<file path="src/rtl/access_arbiter.sv">
// access_arbiter: two-requester arbiter that serialises single register
// transactions onto a downstream write port and a downstream read port.
// A transaction passes through IDLE -> ISSUE -> DONE. While it waits in
// ISSUE, a stall counter limits how long it may wait on a ready signal that
// stays low; when the limit is reached the transaction is aborted and
// reported with err.
// Optional feature: define ACCESS_ARBITER_RR_EN to resolve simultaneous
// requests round-robin. By default r0 has fixed priority.
module access_arbiter #(
    parameter int unsigned STALL_LIMIT = 15
) (
    input  logic       CLK,
    input  logic       RST,
    input  logic       r0_req,
    input  logic       r0_we,
    input  logic [2:0] r0_addr,
    input  logic       r0_wdata,
    output logic       r0_ack,
    output logic       r0_rdata,
    output logic       r0_err,
    input  logic       r1_req,
    input  logic       r1_we,
    input  logic [2:0] r1_addr,
    input  logic       r1_wdata,
    output logic       r1_ack,
    output logic       r1_rdata,
    output logic       r1_err,
    output logic [2:0] write_address,
    output logic       write_data,
    output logic       write_en,
    input  logic       write_rdy,
    output logic [2:0] read_address,
    output logic       read_en,
    input  logic       read_data,
    input  logic       read_rdy,
    output logic       busy,
    output logic       grant
);

    localparam logic [7:0] LIMIT = 8'(STALL_LIMIT);

    typedef enum logic [1:0] {IDLE, ISSUE, DONE} state_t;

    state_t     state_q, state_d;
    logic       grant_q, grant_d;
    logic       we_q, we_d;
    logic [2:0] addr_q, addr_d;
    logic       wdata_q, wdata_d;
    logic [7:0] stall_q, stall_d;
    logic       rdata_q, rdata_d;
    logic       err_q, err_d;
    logic       sel;

    // Choose which requester wins when the arbiter is idle
    always_comb begin
        sel = 1'b0;
`ifdef ACCESS_ARBITER_RR_EN
        if (r0_req && r1_req) begin
            sel = ~grant_q;
        end else begin
            sel = ~r0_req;
        end
`else
        sel = ~r0_req;
`endif
    end

    // State and latched transaction registers
    always_ff @(posedge CLK) begin
        if (RST) begin
            state_q <= IDLE;
            grant_q <= 1'b1;
            we_q    <= 1'b0;
            addr_q  <= 3'd0;
            wdata_q <= 1'b0;
            stall_q <= 8'd0;
            rdata_q <= 1'b0;
            err_q   <= 1'b0;
        end else begin
            state_q <= state_d;
            grant_q <= grant_d;
            we_q    <= we_d;
            addr_q  <= addr_d;
            wdata_q <= wdata_d;
            stall_q <= stall_d;
            rdata_q <= rdata_d;
            err_q   <= err_d;
        end
    end

    // Next-state logic and all downstream/requester outputs
    always_comb begin
        state_d       = state_q;
        grant_d       = grant_q;
        we_d          = we_q;
        addr_d        = addr_q;
        wdata_d       = wdata_q;
        stall_d       = stall_q;
        rdata_d       = rdata_q;
        err_d         = err_q;
        write_address = 3'd0;
        write_data    = 1'b0;
        write_en      = 1'b0;
        read_address  = 3'd0;
        read_en       = 1'b0;
        r0_ack        = 1'b0;
        r0_rdata      = 1'b0;
        r0_err        = 1'b0;
        r1_ack        = 1'b0;
        r1_rdata      = 1'b0;
        r1_err        = 1'b0;

        case (state_q)
            IDLE: begin
                stall_d = 8'd0;
                if (r0_req || r1_req) begin
                    grant_d = sel;
                    we_d    = sel ? r1_we    : r0_we;
                    addr_d  = sel ? r1_addr  : r0_addr;
                    wdata_d = sel ? r1_wdata : r0_wdata;
                    rdata_d = 1'b0;
                    err_d   = 1'b0;
                    state_d = ISSUE;
                end
            end
            ISSUE: begin
                write_address = addr_q;
                write_data    = wdata_q;
                read_address  = addr_q;
                if ((we_q && write_rdy) || (!we_q && read_rdy)) begin
                    write_en = we_q;
                    read_en  = ~we_q;
                    rdata_d  = we_q ? 1'b0 : read_data;
                    err_d    = 1'b0;
                    state_d  = DONE;
                end else begin
                    stall_d = stall_q + 8'd1;
                    if (stall_q + 8'd1 == LIMIT) begin
                        rdata_d = 1'b0;
                        err_d   = 1'b1;
                        state_d = DONE;
                    end
                end
            end
            DONE: begin
                r0_ack   = ~grant_q;
                r0_rdata = ~grant_q & rdata_q;
                r0_err   = ~grant_q & err_q;
                r1_ack   = grant_q;
                r1_rdata = grant_q & rdata_q;
                r1_err   = grant_q & err_q;
                state_d  = IDLE;
            end
            default: begin
                state_d = IDLE;
            end
        endcase
    end

    assign busy  = (state_q != IDLE);
    assign grant = grant_q;

endmodule

</file>
<file path="config.mk">
export PLATFORM = sky130hd
export DESIGN_NAME = access_arbiter
export DESIGN_NICKNAME = d
export VERILOG_FILES = /design/src/rtl/access_arbiter.sv
export SDC_FILE = /design/constraint.sdc
export NUM_CORES = 1
export LEC_CHECK = 0
export CAP_MARGIN = 10
export CORE_AREA = 2 2 54 56
export DETAILED_ROUTE_END_ITERATION = 16
export DIE_AREA = 0 0 56 58
export GPL_TIMING_DRIVEN = 0
export PLACE_DENSITY = 0.73
export RECOVER_POWER = 25
export SKIP_LAST_GASP = 1
export SLEW_MARGIN = 15
export SYNTH_ARGS = -nofsm -noshare
export SYNTH_HDL_FRONTEND = slang
export SYNTH_SLANG_ARGS = --single-unit
</file>
<file path="constraint.sdc">
create_clock -name CLK -period 1.5 [get_ports CLK]
set_input_delay 0.3 -clock CLK [delete_from_list [all_inputs] [get_ports CLK]]
set_output_delay 0.3 -clock CLK [all_outputs]
set_load 0.02 [all_outputs]
</file>
==> results_tabular.tex <==
\begin{tabular}{lr}
\hline
Metric & Value \\
\hline
\multicolumn{2}{l}{\textbf{Global routing}} \\
Met3 capacity usage during global routing & 0.0223 \\
Vias in the first global route & 1013 \\
Maximum number of pins on one net before global-route repair & 11 \\
GRT met2 Usage & 0.301 \\
Most congested layer reported by global routing & met2 \\
GR Layer Usage met1 & 0.207 \\
Antenna violations before repair & 0 \\
GRT Overall Usage & 0.171 \\
Global-route wire length before repair & 4350 um \\
Grt total ovfl & 0 \\
\multicolumn{2}{l}{\textbf{Placed design}} \\
Input/output buffers & 31 \\
Area after detailed placement & 1410 um\^{}2 \\
Detail Placement HPWL & 1940 um \\
Gp weighted congestion & 0.763 \\
Cell count after placement & 185 \\
\multicolumn{2}{l}{\textbf{Drt}} \\
Via count of the routed design & 1091 \\
Vias/cell & 5.57 \\
Detailed Route WL & 2720 um \\
Routed length per instance & 13.9 um \\
Detailed-router iteration count before antenna repair & 4 \\
Number of routed nets with antenna violations & 0 \\
Number of DRC violations after detailed-routing iteration 0 & 38 \\
Drc violations & 0 \\
\multicolumn{2}{l}{\textbf{Logic synthesis}} \\
Net Count, Synth & 142 \\
Fraction of synthesis flops using an asynchronous set or reset pin & 0 \\
Mean instance size in the synthesized netlist & 8.52 um\^{}2 \\
Cell count after synthesis & 123 \\
Share of the yosys chip area belonging to registers & 0.344 \\
Number of enable-type register cells in the synthesized netlist & 0 \\
\#FFs+latches synth & 18 \\
Most used DFF post-synth & dfxtp\_1 \\
Count of different cell masters after synthesis & 44 \\
Warnings, synthesis & 0 \\
Synth Cell Area & 1050 um\^{}2 \\
\multicolumn{2}{l}{\textbf{Worst setup path}} \\
Biggest fanout along the worst timing path & 6 \\
Critical-path cell list & buf\_4 -> nand2b\_2 -> nor3b\_2 -> buf\_4 \\
Crit start category & flip-flop \\
Largest stage delay, worst path & 0.40 ns \\
CP Data Required Time & 1.20 ns \\
CP arrival & 1.32 ns \\
Critical Setup Path Class & reg2out \\
Worst path slowest cell & dfxtp\_4 \\
Category of the worst setup path capture point & output port \\
Cell with the most instances on the worst path & buf\_4 \\
\multicolumn{2}{l}{\textbf{Outcome}} \\
Result of the run & finished, violations left \\
Failing checks & negative setup slack \\
\multicolumn{2}{l}{\textbf{Cells and area}} \\
Number of diodes & 0 \\
Non-Filler Cell Area, Final & 1570 um\^{}2 \\
Number of non-filler instances in the completed layout & 196 \\
Final core area utilization & 0.591 \\
Most used cells in the layout excluding fill and tap cells & buf\_6, clkdlybuf4s50\_1, dfxtp\_1 \\
Fraction of final layout cells with drive strength greater than 1 & 0.352 \\
Net count, final & 185 \\
Layout area overhead & 50.1\% \\
\multicolumn{2}{l}{\textbf{Hold path}} \\
Type of the tightest min-delay check & in2reg \\
\multicolumn{2}{l}{\textbf{Clock network}} \\
Clock transition at the register clock pins on the worst setup and hold paths after CTS & 0.10 ns \\
Number of sinks driven by the clock tree & 18 \\
Clock tree buffer depth & 2 \\
Number of buffers added by the clock tree synthesis step & 3 \\
CTS H-tree depth & 1 \\
Clock Latency Late Sink & 0.29 ns \\
Clock root buffer master & clkbuf\_4 \\
Clock tree from TritonCTS & built \\
\multicolumn{2}{l}{\textbf{Timing}} \\
Worst-case headroom to the max-slew limit & 0.687 \\
Number of endpoints failing setup at the final stage & 12 \\
Max Freq & 0.617 GHz \\
Final min period & 1.62 ns \\
Clock Skew & 0.00113 ns \\
Max-slew violation total from the final report & 0 \\
Final hold vios & 0 \\
Period utilization & 1.08 \\
RSZ-0062 raised after global routing & true \\
Setup slack of the critical path after layout & -0.122 ns \\
Measured slew at the worst slew-check pin & 0.470 ns \\
\multicolumn{2}{l}{\textbf{Power and ir drop}} \\
Max IR drop VDD & 0.000649 V \\
Overall power consumption & 1350 uW \\
Leakage power total & 0.000641 uW \\
Power per standard cell area & 855 nW/um\^{}2 \\
\multicolumn{2}{l}{\textbf{Floorplan}} \\
Die W & 56 um \\
Core Area & 2660 um\^{}2 \\
IO Pins & 34 \\
Initial Util & 0.394 \\
Height of the die & 58 um \\
Site row count & 19 \\
Area of the die & 3250 um\^{}2 \\
\multicolumn{2}{l}{\textbf{Job}} \\
Max-cap violations & 0 \\
\hline
\end{tabular}
[kinds of logic (layout without fill, tap and decap cells)]
family,count (synthesis),in the layout,share of synthesized area
XOR/XNOR,2,2,0.0167
multiplexers,7,7,0.0716
adder cells (fa/ha/maj),2,2,0.0239
buffers and inverters,13,55,0.0608
flip-flops,18,18,0.344
AO/OA/AOI/OAI,31,31,0.192
AND/OR/NAND/NOR,50,50,0.291
[per-layer routing]
metal  wire, um  up-vias  share of wire
li1           -      530              -
met5          0        -              0
met3        130        9          0.048
met2       1280       30           0.47
met1       1230      522           0.45
met4         75        0          0.028
[flip-flops by register name (all words and copies together), names as in the netlist]
name / cells
wdata_q: 1
we_q: 1
state_q: 2
stall_q: 8
addr_q: 3
rdata_q: 1
grant: 1
err_q: 1
[path summary, 6_finish.rpt]
path              startpoint        end  slack [ns]  depth (start not counted)
setup / recovery  state_q[0]    read_en       -0.12                          4
hold / removal           RST  addr_q[2]        0.37                          2
setup reg to reg  stall_q[0]      err_q        0.05                          5
hold reg to reg    addr_q[1]  addr_q[1]        0.50                          2
[per-stage QoR]
step                hold slack (ns)  TNS [ns]  setup slack, ns
CTS                           0.355     -1.01           -0.124
finish                        0.368    -0.764           -0.122
detailed placement            0.482     -7.50           -0.532
floorplan                     0.447   -0.0107         -0.00357
global route                  0.398     -1.46           -0.152
global placement              0.467     -6.78           -0.510
[cell usage after synthesis, types with 3 or more instances]
cell type,instances,share of area
nor2_1,11,0.039
dfxtp_1,18,0.34
and2_1,9,0.054
a21oi_1,10,0.048
mux2i_1,5,0.048
inv_1,4,0.014
nor3_1,3,0.014
buf_2,3,0.014
a211oi_1,6,0.043
buf_4,3,0.021
nand2_1,3,0.011
and3_1,4,0.024
o21ai_1,5,0.024
[worst max-delay path, delay by kind of cell, from the launching register on]
family	cells	cell delay, ns
flip-flops	1	0.40
AND/OR/NAND/NOR	2	0.33
buffers and inverters	2	0.29
[where the power goes]
part | switching [uW] | internal, uW | total [uW] | leakage, uW
Sequential | 43.5 | 517 | 561 | 0.000150
Clock | 155 | 148 | 304 | 0.0000210
Combinational | 239 | 242 | 481 | 0.000470
[layout make-up]
cell class | instances | area, um^2
fillers | 248 | 1090
multi-input cells | 92 | 697
flip-flops and latches | 18 | 374
repair buffers | 38 | 344
plain buffers | 8 | 65.1
well taps | 31 | 38.8
clock buffers | 4 | 36.3
inverters | 5 | 18.8
[what timing repair did]
item                       4_1_cts  5_1_grt
pin swaps                        5        4
cloned                           1        0
buffers inserted                 3        3
resized for setup               99       16
setup endpoints to repair       25       28
hold buffers                     0        0
(Power assumes the default switching activity.)
